File: src/rtl/pipeline_hazard_ctrl.sv
// rtl/pipeline_hazard_ctrl.sv - in-order pipeline stall/flush controller with memory timeout and perf counters
module pipeline_hazard_ctrl #(
    parameter int LOAD_BUBBLES = 1,
    parameter int MEM_TIMEOUT  = 255,
    parameter int CNT_W        = 32
) (
    input  logic             clk,
    input  logic             rst,
    input  logic             mem_read_ex,
    input  logic [4:0]       rd_ex,
    input  logic [4:0]       rs1_id,
    input  logic [4:0]       rs2_id,
    input  logic             rs1_used_id,
    input  logic             rs2_used_id,
    input  logic             pc_src_ex,
    input  logic             mem_busy,
    input  logic             md_start,
    input  logic             md_done,
    output logic             pc_write,
    output logic             if_id_write,
    output logic             id_ex_write,
    output logic             ex_mem_write,
    output logic             mem_wb_write,
    output logic             if_id_flush,
    output logic             id_ex_bubble,
    output logic             mem_timeout,
    output logic [CNT_W-1:0] stall_cycles,
    output logic [CNT_W-1:0] flush_events
);

    typedef enum logic [1:0] {
        RUN        = 2'd0,
        LOAD_STALL = 2'd1,
        MD_WAIT    = 2'd2
    } state_t;

    localparam logic [1:0]  LB_INIT  = 2'(LOAD_BUBBLES - 1);
    localparam logic [15:0] BUSY_MAX = 16'(MEM_TIMEOUT);
    localparam logic [16:0] BUSY_LIM = 17'(MEM_TIMEOUT);

    state_t      state;
    logic [1:0]  bub_cnt;
    logic [15:0] busy_cnt;
    logic        load_use;
    logic        stall_inc;
    logic        flush_inc;

    assign load_use = mem_read_ex && (rd_ex != 5'd0) &&
                      ((rs1_used_id && (rd_ex == rs1_id)) ||
                       (rs2_used_id && (rd_ex == rs2_id)));

    always_comb begin
        pc_write     = 1'b1;
        if_id_write  = 1'b1;
        id_ex_write  = 1'b1;
        ex_mem_write = 1'b1;
        mem_wb_write = 1'b1;
        if_id_flush  = 1'b0;
        id_ex_bubble = 1'b0;
        stall_inc    = 1'b0;
        flush_inc    = 1'b0;
        if (rst) begin
            pc_write     = 1'b0;
            if_id_write  = 1'b0;
            id_ex_write  = 1'b0;
            ex_mem_write = 1'b0;
            mem_wb_write = 1'b0;
            if_id_flush  = 1'b1;
            id_ex_bubble = 1'b1;
        end else if (mem_busy) begin
            pc_write     = 1'b0;
            if_id_write  = 1'b0;
            id_ex_write  = 1'b0;
            ex_mem_write = 1'b0;
            mem_wb_write = 1'b0;
            stall_inc    = 1'b1;
        end else begin
            case (state)
                RUN: begin
                    if (pc_src_ex) begin
                        if_id_flush  = 1'b1;
                        id_ex_bubble = 1'b1;
                        flush_inc    = 1'b1;
                    end else if (load_use) begin
                        pc_write     = 1'b0;
                        if_id_write  = 1'b0;
                        id_ex_bubble = 1'b1;
                        stall_inc    = 1'b1;
                    end
                end
                LOAD_STALL: begin
                    pc_write     = 1'b0;
                    if_id_write  = 1'b0;
                    id_ex_bubble = 1'b1;
                    stall_inc    = 1'b1;
                end
                MD_WAIT: begin
                    // EX keeps the mul/div op; EX/MEM takes a bubble meanwhile
                    if (!md_done) begin
                        pc_write    = 1'b0;
                        if_id_write = 1'b0;
                        id_ex_write = 1'b0;
                        stall_inc   = 1'b1;
                    end
                end
                default: begin
                    pc_write = 1'b1;
                end
            endcase
        end
    end

    always_ff @(posedge clk) begin
        if (rst) begin
            state        <= RUN;
            bub_cnt      <= 2'd0;
            busy_cnt     <= 16'd0;
            mem_timeout  <= 1'b0;
            stall_cycles <= '0;
            flush_events <= '0;
        end else begin
            if (stall_inc) begin
                stall_cycles <= stall_cycles + CNT_W'(1);
            end
            if (flush_inc) begin
                flush_events <= flush_events + CNT_W'(1);
            end
            if (mem_busy) begin
                if (busy_cnt != BUSY_MAX) begin
                    busy_cnt <= busy_cnt + 16'd1;
                end
                if (({1'b0, busy_cnt} + 17'd1) >= BUSY_LIM) begin
                    mem_timeout <= 1'b1;
                end
            end else begin
                busy_cnt <= 16'd0;
                case (state)
                    RUN: begin
                        if (!pc_src_ex && load_use) begin
                            if (LOAD_BUBBLES > 1) begin
                                state   <= LOAD_STALL;
                                bub_cnt <= LB_INIT;
                            end
                        end else if (!pc_src_ex && md_start) begin
                            state <= MD_WAIT;
                        end
                    end
                    LOAD_STALL: begin
                        bub_cnt <= bub_cnt - 2'd1;
                        if (bub_cnt <= 2'd1) begin
                            state <= RUN;
                        end
                    end
                    MD_WAIT: begin
                        if (md_done) begin
                            state <= RUN;
                        end
                    end
                    default: begin
                        state <= RUN;
                    end
                endcase
            end
        end
    end

endmodule

File: config.mk
export PLATFORM = sky130hd
export DESIGN_NAME = pipeline_hazard_ctrl
export DESIGN_NICKNAME = d
export VERILOG_FILES = /design/src/rtl/pipeline_hazard_ctrl.sv
export SDC_FILE = /design/constraint.sdc
export NUM_CORES = 1
export LEC_CHECK = 0
export ABC_AREA = 1
export CORE_MARGIN = 5
export CORE_UTILIZATION = 55
export CTS_CLUSTER_SIZE = 28
export DETAILED_ROUTE_END_ITERATION = 12
export HOLD_SLACK_MARGIN = 0.15
export PLACE_DENSITY = 0.84
export SETUP_SLACK_MARGIN = 0.3
export SYNTH_ARGS = -nofsm -noshare
export SYNTH_HDL_FRONTEND = slang
export SYNTH_SLANG_ARGS = --single-unit
export TNS_END_PERCENT = 1
File: constraint.sdc
create_clock -name clk -period 2.4 [get_ports clk]
set_input_delay 0.48 -clock clk [delete_from_list [all_inputs] [get_ports clk]]
set_output_delay 0.48 -clock clk [all_outputs]
set_load 0.1 [all_outputs]
== Word-level counts from Yosys, hierarchy flattened ==
Index checks and enable logic that the tools add are counted.
Cells by class
  add/sub/neg operators: 5
  multiplexer cells: 31
  bitwise gates (word level): 1
  magnitude comparators: 2
  equal/unequal tests: 9
  reductions and logical operators: 14
Operators with widths (number)
  $add 32x1->32 const B: 2
  $mux 1: 23
  $add 16x1->17 const B: 1
  $ge 17x8->1 const B: 1
  $add 16x1->16 const B: 1
  $ne 16x8->1 const B: 1
  $eq 5x5->1: 2
  $mux 2: 4
  $ne 2x2->1 const B: 4
  $logic_and 1x1->1: 6
  $pmux 1 s3: 2
  $pmux 2 s3: 1
  $reduce_and 5->1: 1
  $reduce_bool 5->1: 1
  $reduce_and 2->1: 2
  $eq 2x1->1 const B: 1
  $eq 2x2->1 const B: 1
  $le 2x1->1 const B: 1
  $logic_not 2->1: 1
  $pmux 1 s2: 1
  $reduce_or 2->1: 1
  $sub 2x1->2 const B: 1
  $logic_not 1->1: 1
  $logic_or 1x1->1: 1
  $not 1->1: 1
Storage, ports and cells
  output and inout bits: 72
  register bits: 85
  input bits: 24
  logic and storage cells: 68

== Depth between registers and ports, before layout ==
Gate-level depths: netlist of run 1.
  depth in word-level cells: 9
  gate-level depth with buffers: 14
  depth with buffers taken out: 13

== Worst setup path before layout of run 1 ==
No wires, ideal clock.
  kind: in2out
  start: input port rst
  end: output port pc_write
  arrival time: 3215 ps
  data required time: 1920 ps
  cell stages on the path: 5
  buffers on the path: 2
  setup slack: -1295 ps
  cells stage by stage: clkbuf_1 -> nor2_1 -> nand2_1 -> inv_1 -> buf_4
On the way
  word-level cells in the longest chain between the ends: 1
Ends and longest elaborated chain
  from (decl): RTL line 8  | input logic rst,
  $mux 1
  to (decl): RTL line 19  | output logic pc_write,
Every way passes these cells.

== Final worst setup path of run 1 ==
  start: input port md_done
  end: output port pc_write
On the way
  word-level cells in the longest chain between the ends: 4
Ends and longest elaborated chain
  from (decl): RTL line 18  | input logic md_done,
  $mux 1: RTL line 99  | if (!md_done) begin
  $pmux 1 s3: RTL line 78  | case (state)
  $mux 1: RTL line 70  | end else if (mem_busy) begin
  $mux 1: RTL line 62  | if (rst) begin
Every way passes these cells.

==> results.json, run 1 <==
{
  "dp_slack_ns": -0.09974,
  "maxCapViolCount": 0,
  "gp_congestion": 0.9266,
  "hold_violations": 0,
  "postRouteAntennaNets": 0,
  "vias": 5443,
  "fin_crit_sh_pct": 88.11,
  "diodes": 0,
  "drc": 0,
  "synth_cell_types": 33,
  "p_per_area_nw_per_um2": 440.3,
  "setup.worst_path.start": "md_done",
  "vdd_drop_max_uv": 277.0,
  "dieArea_sq_um": 11010,
  "synth_area_leaders": "dfxtp_1, nand2_1, nor2_1",
  "status": "finished clean",
  "first_iter_violations": 258,
  "placed_area_sq_um": 5957,
  "crit_type": "primary input to output port",
  "fill_cells": 795,
  "required_ns": 1.92,
  "ys.flop_type": "dfxtp_1",
  "synth.largest_area_cell": "dfxtp_1",
  "cts_num_sinks": 82,
  "grt_pass1_wl_um": 22150,
  "clockBufferDepth": 2,
  "ys_seq_elements": 82,
  "clk_latency_ns": 0.36,
  "ctsHoldBuffers": 0,
  "final_area_sq_um": 6146,
  "min_path_type": "flop to flop",
  "synth-edff-count": 0,
  "io_pins": 96,
  "synth_top_area_share_pct": 33.11,
  "yosys_warnings": 0,
  "start_kind": "primary input",
  "setup_slack_ns": 0.2854,
  "clock.fmax_mhz": 472.9,
  "syn_nets": 841,
  "drt-total-wl_um": 13260,
  "core_sq_um": 8763,
  "die_height_um": 104.9,
  "synth-seq-area-share_pct": 33.11,
  "initial_utilization_pct": 56.57,
  "wl_per_cell_um": 12.91,
  "skew_ns": 0.01549,
  "rr_startpoint": "busy_cnt[0]",
  "synthArstFlopShare_pct": 0,
  "clkTransAtPathRegs_ns": 0.11,
  "synthTopCellsByCount": "nand2_1, nor2_1, inv_1, dfxtp_1, nand3_1",
  "arrival_ns": 1.63,
  "port-buffer-count": 95,
  "cp-end-kind": "output port",
  "synth_most_common_cell": "nand2_1",
  "grt-ovfl-total": 0,
  "cts_htree_levels": 3,
  "tns_ns": 0,
  "timing.final.crit_period_ns": 2.115,
  "chipWidth_um": 104.9,
  "grt_util_all_layers_pct": 23.25,
  "antenna_found_initial": 0,
  "vias_per_cell": 5.300,
  "final_max_slew_viol_count": 0,
  "leakagePower_nw": 2.586,
  "cp_max_fo": 3,
  "grt_setup_unrepaired": "true",
  "final_nets": 942,
  "root_buffer": "clkbuf_8",
  "synth_area_sq_um": 4957,
  "slew_headroom_pct": 68.73,
  "setup_viol": 0,
  "worst_pin_slew_ns": 0.4685,
  "cts_tree": "yes",
  "drive_gt1_share_pct": 18.17,
  "syn_to_final_growth_pct": 23.98,
  "syn_inst": 813,
  "first_pass_iters": 5,
  "synth_area_per_cell_sq_um": 6.097,
  "grt_start_max_net_pins": 57,
  "post-dp-hpwl_um": 10150,
  "rows": 34,
  "cts_buffers": 9,
  "min_from": "mem_timeout",
  "grt_pass1_vias": 5137,
  "hold_slack_ns": 0.4872
}
==> path summary, 6_finish.rpt <==
| kind | end | slack (ns) | cells after the start |
|---|---|---|---|
| worst min register to register | mem_timeout | 0.49 | 2 |
| worst max register to register | busy_cnt[1] | 0.46 | 8 |
| worst max-delay path | pc_write | 0.29 | 6 |
| worst min-delay path | mem_timeout | 0.49 | 2 |
==> sequential cells by signal, summed over array words and instances, names as in the netlist <==
register / count
busy_cnt: 16
state: 1
stall_cycles: 32
flush_events: 32
mem_timeout: 1
==> metrics by stage <==
stage,util (%),std cells,power (mW)
floorplan,-,813,1.623
global placement,67.98,1007,1.723
detailed placement,67.98,1007,1.732
CTS,70.13,1023,2.712
global route,70.13,1027,2.796
finish,70.13,1027,2.706
==> report_power, final <==
group / total (mW) / internal (mW) / switching (mW)
clock: 1.01 / 0.409 / 0.597
sequential: 1.38 / 1.37 / 0.0110
combinational: 0.321 / 0.105 / 0.216
==> cells by family after synthesis <==
logic type | Yosys count | synth area share [%]
xor gates and xnor gates | 15 | 2.650
adders and majority gates | 4 | 1.010
AOI/OAI and AO/OA | 71 | 7.295
buffers and inverters | 124 | 10.22
DFF | 82 | 33.11
and+or+nand+nor | 517 | 45.71
==> layout by cell type, fill, tap and decap left out, types with 2 or more instances in the layout <==
cell type and instances:
clkdlybuf4s15_1 2, a21oi_1 47, nand3_1 62, xor2_1 7, buf_12 8, dfxtp_1 79, clkbuf_8 9, nand4_1 21
clkinvlp_4 3, nor2_1 126, nor3_1 20, clkdlybuf4s50_1 3, buf_4 79, dfxtp_2 3, nand2_2 4, and2_1 2
nor3_2 3, nor2_2 12, o21ai_1 5, nand2_1 247, inv_8 4, inv_1 94, dlymetal6s2s_1 2, nand3b_1 2
ha_1 4, nand3_2 7, xnor2_1 8, nor2_4 6, clkbuf_2 10, nor3_4 2, o21ai_0 16, dlygate4sd2_1 3
inv_2 9
==> routing by layer <==
layer  part of all wire, %  vias up  global-route usage [%]
met2                    50      177                   41.37
met4                   2.2        0                   8.950
li1                      -     2770                       -
met3                   5.2       26                   3.329
met1                    43     2470                   28.17
met5                     0        -                       0
==> timing repair <==
| item | 4_1_cts | 5_1_grt |
|---|---|---|
| buffers inserted | 0 | 4 |
| hold endpoints to repair | 0 | 0 |
| gates resized for setup | 32 | 34 |
| setup endpoints to repair | 6 | 7 |
| cloned | 0 | 0 |
| pin swaps | 12 | 14 |
==> area by class of cell <==
class | instances | area, sq um | area share (%)
clock buffers | 9 | 123.9 | 2.015
clock inverters | 7 | 68.82 | 1.120
inverters | 105 | 399.1 | 6.494
multi-input cells | 607 | 2853 | 46.42
flip-flops and latches | 82 | 1645 | 26.77
well taps | 108 | 135.1 | 2.199
repair buffers | 109 | 920.9 | 14.98
==> worst max-delay path: stages <==
cell             delay (ns)
clkdlybuf4s50_1        0.42
o21ai_2                0.20
nor2_4                 0.08
nand2_2                0.11
clkinvlp_4             0.15
buf_12                 0.19
Power figures use the tool's default switching activity.
==> run 2: changes to the inputs <==
--- a/config.mk
+++ b/config.mk
@@ -16,4 +16,4 @@
 export SYNTH_ARGS = -nofsm -noshare
 export SYNTH_HDL_FRONTEND = slang
 export SYNTH_SLANG_ARGS = --single-unit
-export TNS_END_PERCENT = 1
+export TNS_END_PERCENT = 5
==> results of run 2 <==
Same layout as run 1: the final DEF is identical, and so are final timing and power.
